===== config.mk =====
export PLATFORM = sky130hd
export DESIGN_NAME = gray_pattern_sched
export DESIGN_NICKNAME = d
export VERILOG_FILES = /design/src/rtl/gray_pattern_pkg.sv /design/src/rtl/pattern_dwell_timer.sv /design/src/rtl/gray_pattern_sched.sv
export SDC_FILE = /design/constraint.sdc
export NUM_CORES = 1
export LEC_CHECK = 0
export CAP_MARGIN = 20
export CORE_MARGIN = 4
export CORE_UTILIZATION = 40
export CTS_BUF_LIST = sky130_fd_sc_hd__clkbuf_8
export DETAILED_ROUTE_END_ITERATION = 7
export HOLD_SLACK_MARGIN = 0.1
export SLEW_MARGIN = 5
export SYNTH_ARGS = -nofsm -noshare
export SYNTH_HDL_FRONTEND = slang
export SYNTH_SLANG_ARGS = --single-unit

===== constraint.sdc =====
create_clock -name clk -period 2.4 [get_ports clk]
set_input_delay 0.48 -clock clk [delete_from_list [all_inputs] [get_ports clk]]
set_output_delay 0.48 -clock clk [all_outputs]
set_load 0.03 [all_outputs]

===== src/rtl/gray_pattern_pkg.sv =====
// rtl/gray_pattern_pkg.sv - shared pattern encodings, FSM states and sizing for the gray pattern scheduler
package gray_pattern_pkg;

   localparam int NUM_PATTERNS = 3;
   localparam int COORD_W      = 23;

   typedef enum logic [1:0] {
      PAT_RAMP_H     = 2'd0,
      PAT_RAMP_H_INV = 2'd1,
      PAT_FLAT       = 2'd2
   } pattern_t;

   typedef enum logic {
      ST_IDLE = 1'b0,
      ST_RUN  = 1'b1
   } state_t;

   function automatic pattern_t next_pattern(input pattern_t p);
      pattern_t n;
      if (int'(p) >= NUM_PATTERNS - 1)
         n = PAT_RAMP_H;
      else
         n = pattern_t'(p + 2'd1);
      return n;
   endfunction

endpackage


===== src/rtl/pattern_dwell_timer.sv =====
// rtl/pattern_dwell_timer.sv - dwell counter and advance-pending latch; emits an advance pulse on frame_start
module pattern_dwell_timer #(
   parameter int DWELL_FRAMES = 120
) (
   input  logic clk,
   input  logic rst,
   input  logic frame_start,
   input  logic auto_en,
   input  logic next_req,
   output logic advance
);

   localparam int               CNT_W    = (DWELL_FRAMES > 1) ? $clog2(DWELL_FRAMES) : 1;
   localparam logic [CNT_W-1:0] CNT_LAST = CNT_W'(DWELL_FRAMES - 1);

   logic [CNT_W-1:0] cnt;
   logic             pending;
   logic             expire;

   // An expiry on this frame_start is folded into the same advance, so requests merge into one step.
   assign expire  = frame_start && auto_en && (cnt == CNT_LAST);
   assign advance = frame_start && (pending || expire);

   always_ff @(posedge clk or posedge rst) begin
      if (rst) begin
         cnt     <= '0;
         pending <= 1'b0;
      end else begin
         if (!auto_en || next_req || expire)
            cnt <= '0;
         else if (frame_start)
            cnt <= cnt + 1'b1;

         // A request coinciding with frame_start survives the clear and lands on the following frame.
         if (next_req)
            pending <= 1'b1;
         else if (frame_start)
            pending <= 1'b0;
      end
   end

endmodule


===== src/rtl/gray_pattern_sched.sv =====
// rtl/gray_pattern_sched.sv - gray test-pattern scheduler producing per-pixel gray-LUT coordinates
module gray_pattern_sched
   import gray_pattern_pkg::*;
#(
   parameter int GRAY_RESOLUTION = 1920,
   parameter int H_ACTIVE        = 1920,
   parameter int DWELL_FRAMES    = 120,
   parameter int FLAT_STEP       = 128
) (
   input  logic        clk,
   input  logic        rst,
   input  logic        frame_start,
   input  logic        line_start,
   input  logic        de,
   input  logic        auto_en,
   input  logic        next_req,
   output logic [22:0] lut_coord,
   output logic        lut_valid,
   output logic        pix_valid,
   output logic [1:0]  pattern_id
);

   localparam int                 X_W       = (H_ACTIVE > 1) ? $clog2(H_ACTIVE) : 1;
   localparam logic [X_W-1:0]     X_LAST    = X_W'(H_ACTIVE - 1);
   localparam logic [COORD_W-1:0] COORD_MAX = COORD_W'(GRAY_RESOLUTION - 1);
   localparam logic [COORD_W:0]   STEP      = (COORD_W + 1)'(FLAT_STEP);

   state_t               state, state_nx;
   pattern_t             pattern;
   logic [X_W-1:0]       x;
   logic [COORD_W-1:0]   flat_lvl;
   logic [COORD_W:0]     flat_sum;
   logic [COORD_W-1:0]   ramp;
   logic [COORD_W-1:0]   coord_nx;
   logic                 advance;
   logic                 running;

   pattern_dwell_timer #(
      .DWELL_FRAMES(DWELL_FRAMES)
   ) u_dwell (
      .clk        (clk),
      .rst        (rst),
      .frame_start(frame_start),
      .auto_en    (auto_en),
      .next_req   (next_req),
      .advance    (advance)
   );

   always_ff @(posedge clk or posedge rst) begin
      if (rst)
         state <= ST_IDLE;
      else
         state <= state_nx;
   end

   always_comb begin
      state_nx = state;
      if (state == ST_IDLE && frame_start)
         state_nx = ST_RUN;
   end

   assign running  = (state == ST_RUN);
   assign flat_sum = {1'b0, flat_lvl} + STEP;

   always_ff @(posedge clk or posedge rst) begin
      if (rst) begin
         pattern  <= PAT_RAMP_H;
         flat_lvl <= '0;
      end else if (frame_start) begin
         if (advance) begin
            pattern  <= next_pattern(pattern);
            flat_lvl <= '0;
         end else if (pattern == PAT_FLAT) begin
            flat_lvl <= (flat_sum > {1'b0, COORD_MAX}) ? '0 : flat_sum[COORD_W-1:0];
         end
      end
   end

   always_ff @(posedge clk or posedge rst) begin
      if (rst)
         x <= '0;
      else if (line_start)
         x <= '0;
      else if (de && x != X_LAST)
         x <= x + 1'b1;
   end

   // The scaling divider only exists when the LUT and the line differ in size.
   generate
      if (GRAY_RESOLUTION == H_ACTIVE) begin : g_ramp_direct
         assign ramp = COORD_W'(x);
      end else begin : g_ramp_scaled
         assign ramp = COORD_W'((48'(x) * 48'(GRAY_RESOLUTION - 1)) / 48'(H_ACTIVE - 1));
      end
   endgenerate

   always_comb begin
      coord_nx = flat_lvl;
      case (pattern)
         PAT_RAMP_H:     coord_nx = ramp;
         PAT_RAMP_H_INV: coord_nx = COORD_MAX - ramp;
         default:        coord_nx = flat_lvl;
      endcase
   end

   always_ff @(posedge clk or posedge rst) begin
      if (rst) begin
         lut_coord <= '0;
         lut_valid <= 1'b0;
         pix_valid <= 1'b0;
      end else begin
         lut_valid <= running && de;
         pix_valid <= lut_valid;
         if (running && de)
            lut_coord <= coord_nx;
      end
   end

   assign pattern_id = pattern;

endmodule


; Word-level counts from Yosys, hierarchy flattened
; Index checks and enable logic that the tools add are counted.
[classes]
reduce_logical = 17
n_eq_ne = 4
n_addsub = 5
n_bitwise = 1
mux = 11
magnitude_cmp = 2
[ops]
columns = cell, count
row1 = $mux W23, 3
row2 = $pmux W23 S2, 1
row3 = $add A23 B8 Y24 const B, 1
row4 = $gt A24 B11 Y1 const B, 1
row5 = $mux W11, 2
row6 = $mux W7, 2
row7 = $sub A11 B11 Y12 const A, 1
row8 = $add A11 B1 Y11 const B, 1
row9 = $ne A11 B11 Y1 const B, 1
row10 = $reduce_bool A2 Y1, 4
row11 = $add A7 B1 Y7 const B, 1
row12 = $eq A7 B7 Y1 const B, 1
row13 = $logic_and A1 B1 Y1, 6
row14 = $reduce_and A2 Y1, 2
row15 = $logic_or A1 B1 Y1, 3
row16 = $add A2 B1 Y2 const B, 1
row17 = $eq A2 B1 Y1 const B, 1
row18 = $eq A2 B2 Y1 const B, 1
row19 = $ge A2 B2 Y1 const B, 1
row20 = $logic_not A2 Y1, 1
row21 = $mux W1, 2
row22 = $mux W2, 1
row23 = $logic_not A1 Y1, 1
row24 = $not A1 Y1, 1
[word_totals]
inputBits = 7
wordCells = 49
out_inout_bits = 27
ff_bits = 70

; Depth between registers and ports, before layout
[depth]
word_depth = 6
depth_mapped = 8
depth_no_buf = 8

; Hierarchy
; A second synthesis with hierarchy kept.
[hier_totals]
cells_unflattened = 314
area_unflattened_um2 = 3049.2
[by_module_without_submodules]
columns = mod, n_inst, cells_per_inst, seq_area_each_um2, area_per_inst_um2
row1 = gray_pattern_sched, 1, 265, 1376.3, 2583.7
row2 = pattern_dwell_timer, 1, 49, 200.2, 465.4

; Worst setup path after synthesis
; OpenSTA, ideal clock, no wires.
[synth_path]
kind = reg-to-reg
startpoint = register flat_lvl[7]
endpoint = register flat_lvl[9]
required_time_ns = 2.336
path_slack_ns = 0.420
period_less_slack_ns = 1.980
n_path_buf = 0
setup_ns = 0.064
path_stages_with_launch = 8
t_arrival_ns = 1.916
cell_sequence = dfrtp_1 -> ha_1 -> nand3_1 -> or3_1 -> o21ai_1 -> o2111ai_2 -> a2111oi_2 -> a21o_1
[synth_via]
elab_chain_len = 5
[synth_rtl]
columns = element, line
row1 = from (decl), gray_pattern_sched.sv:31  ; logic [COORD_W-1:0] flat_lvl;
row2 = from (signal assigned), gray_pattern_sched.sv:74  ; flat_lvl <= (flat_sum > {1'b0, COORD_MAX}) ? '0 : flat_sum[COORD_W-1:0];
row3 = $add A23 B8 Y24 (*), gray_pattern_sched.sv:63  ; assign flat_sum = {1'b0, flat_lvl} + STEP;
row4 = $gt A24 B11 Y1, gray_pattern_sched.sv:74
row5 = $mux W23 (*), gray_pattern_sched.sv:74
row6 = $mux W23 (*), gray_pattern_sched.sv:73  ; end else if (pattern == PAT_FLAT) begin
row7 = $mux W23 (*), gray_pattern_sched.sv:70  ; if (advance) begin
; Mark *: on every way between the ends. The rest lies on a longest branch, timed or not. The select of a mux whose other input is x is not followed.
; A chain may end at the register's enable or synchronous reset.

; Worst setup path in the final report
[layout_path]
startpoint = register pattern[1] (netlist: pattern_id[1])
endpoint = output pattern_id[1]
[layout_lines]
columns = element, line
row1 = from (decl), gray_pattern_sched.sv:29  ; pattern_t pattern;
row2 = from (signal assigned), gray_pattern_sched.sv:71  ; pattern <= next_pattern(pattern);
row3 = to (decl), gray_pattern_sched.sv:20  ; output logic [1:0] pattern_id
; No word-level cell between the ends.

==> impl_metrics.tcl <==
set metrics [dict create \
    period_share 0.906 \
    grt_usage 0.156 \
    place_congestion 0.785 \
    fmax_mhz 460 \
    crit_required_ns 1.92 \
    slew_headroom 0.616 \
    intPower_uw 2150 \
    clock_path_buffers 2 \
    avgSynthCellArea_um2 9.79 \
    grt_first_pass_wirelength_mm 10.9 \
    routed_wl_mm 6.21 \
    ys.flop_type "dfrtp_1" \
    via_per_inst 4.98 \
    antenna_found_initial 0 \
    synthesis.area_um2 3030 \
    critPathSlowestCell "clkdlybuf4s50_1" \
    clock-sinks 63 \
    grt_pass1_vias 2148 \
    yosysSeqAreaShare 0.520 \
    multi_input_area_um2 1370 \
    cp-end-kind "output port" \
    fin_worst_hold_slack_ns 0.379 \
    leakagePower_uw 0.00159 \
    ctsRootBufferMaster "clkbuf_8" \
    cts.repair.resized 0 \
    start_util 0.414 \
    overflow 0 \
    finalHoldViolations 0 \
    num-fill-cells 689 \
    combPwrFrac 0.272 \
    path_cells "clkdlybuf4s50_1" \
    drive_above_1_share 0.110 \
    fin_crit_ns 2.17 \
    status "finished, final reports clean" \
    yosys_register_bits 63 \
    wl_met1_mm 3.10 \
    netlist_instances 310 \
    register_area_um2 1580 \
    synth_edf_count 0 \
    drc 0 \
    fin_skew_ns 0.00832 \
    clkLatencyLatePin_ns 0.33 \
    io_buffers 33 \
    cts_buffers 9 \
    p_per_area_nw_per_um2 842 \
    fin_util 0.510 \
    h-tree-depth 3 \
    num_rows 31 \
    area_growth_syn_to_layout_pct 23.3 \
    async_flop_share 1.00 \
    cp.arrival_ns 1.69 \
    hp-class "reg2reg" \
    slowest_delay_ns 0.77 \
    ant_nets 0 \
    setup_viol 0 \
    synth_nets 322 \
    core-area_um2 7330 \
    ir_drop_uv 470 \
    grt_setup_unrepaired "false" \
    post_drt_wl_per_cell_um 13.7 \
    ctsHoldBuffers 0 \
    crit_buf_inv 1 \
    route.met3.wl_um 235 \
    seqPwrFrac 0.404 \
    grt_max_degree 64 \
    diodes 0 \
    drtPass1Iterations 5 \
    swShare 0.319 \
    met2_length_mm 2.77 \
    via_count 2262 \
    nets 362 \
    chipWidth_um 95.1 \
    cp_top_family "buffers and inverters" \
    cp-start-kind "register" \
    top_layer "met4" \
    die_area_um2 9040 \
    path_max_fanout 14 \
    post_cts_buffers 0 \
    setup.worst_path.class "reg2out" \
    yosysUniqueCellTypes 45 \
    tns_ns 0 \
    path_clk_slew_ns 0.07 \
    io_pins 34 \
    dp_hpwl_mm 4.34 \
    maxCapViolations 0 \
    drtIter0Drc 107 \
    maxSlewViolCount 0 \
    tritoncts "done" \
    power.clock.fraction 0.324 \
    p_sw_uw 1010 \
    die_h_um 95.1 \
    worst_pin_slew_ns 0.573 \
    ys.warnings.count 0 \
]
metal layers:
layer / up-vias / global-route usage
li1: 1126 / -
met1: 1076 / 0.220
met2: 49 / 0.222
met3: 11 / 0.0347
met4: 0 / 0.0865
met5: - / 0
cells in the mapped netlist, types with 3 or more instances:
cell | instances | area [um2]
a21oi_1 | 15 | 75.1
and2_1 | 12 | 75.1
clkbuf_1 | 10 | 37.5
dfrtp_1 | 63 | 1580
ha_1 | 5 | 62.6
inv_1 | 7 | 26.3
mux2i_1 | 5 | 50.1
nand2_1 | 40 | 150
nand2b_1 | 4 | 25.0
nand3_1 | 11 | 55.1
nand3b_1 | 3 | 22.5
nand4_1 | 5 | 31.3
nor2_1 | 43 | 161
nor2b_1 | 3 | 18.8
nor3_1 | 5 | 25.0
nor4_1 | 3 | 18.8
o21ai_0 | 13 | 65.1
xnor2_1 | 18 | 158
xor2_1 | 13 | 114
area by class of cell:
cell class | instances | share of cell area
sequential | 63 | 0.422
multi-input combinational | 226 | 0.367
timing repair buffer | 43 | 0.112
clock buffer | 10 | 0.0368
tap | 99 | 0.0331
clock inverter | 6 | 0.0227
inverter | 7 | 0.00702
cells by family after synthesis:
group / after synthesis / share of synthesized area
and+or+nand+nor: 137 / 0.217
buffers and inverters: 21 / 0.0285
AOI/OAI and AO/OA: 47 / 0.104
DFF: 63 / 0.520
adders and majority gates: 5 / 0.0206
xor gates and xnor gates: 31 / 0.0895
muxes: 6 / 0.0202
cells in the final DEF (no fill, tap or decap), drive strengths merged, types with 3 or more instances in the layout:
cell type	count
nand2b	4
and2	12
xor2	13
buf	10
nor4	3
ha	5
nand2	40
mux2i	5
nor3	5
a21oi	15
xnor2	18
o21ai	15
nand4	7
nand3	11
nor2	43
nand3b	3
nor2b	3
clkbuf	10
clkdlybuf4s50	33
inv	8
or2	3
dfrtp	63
stage by stage:
stage                     total power (uW)  instances  setup WS (ns)  cell area (um2)
after floorplan                       1800        310          0.350             3030
after global placement                2160        438          0.171             3520
after detailed placement              2170        438          0.133             3520
after CTS                             3200        454         0.0885             3740
after global routing                  3330        454        0.00741             3740
final                                 3150        454          0.226             3740
power by group through the flow:
| stage | logic, uW | registers, uW | clock network [uW] |
|---|---|---|---|
| after floorplan | 305 | 1500 | 0 |
| after global placement | 867 | 1290 | 0 |
| after detailed placement | 869 | 1300 | 0 |
| after CTS | 871 | 1280 | 1050 |
| after global routing | 938 | 1290 | 1100 |
| final | 859 | 1270 | 1020 |
final timing paths:
path | from | to | slack (ns) | cells after the start
worst min register to register | lut_valid$_DFF_PP0_ | pix_valid$_DFF_PP0_ | 0.38 | 0
min in group asynchronous | rst | lut_coord[14]$_DFFE_PP0P_ | 0.51 | 3
worst max-delay path | pattern_id[1]$_DFFE_PP0P_ | pattern_id[1] | 0.23 | 1
max in group asynchronous | rst | flat_lvl[8]$_DFFE_PP0P_ | 1.57 | 3
worst max register to register | flat_lvl[8]$_DFFE_PP0P_ | flat_lvl[9]$_DFFE_PP0P_ | 0.23 | 7
worst min-delay path | lut_valid$_DFF_PP0_ | pix_valid$_DFF_PP0_ | 0.38 | 0
state kept, by name, indices dropped and copies added (netlist names):
name / cells
pattern_id: 2
flat_lvl: 16
x: 11
pix_valid: 1
running: 1
lut_coord: 23
u_dwell.cnt: 7
u_dwell.pending: 1
lut_valid: 1
Note: power is estimated with default switching activity, not from simulation.
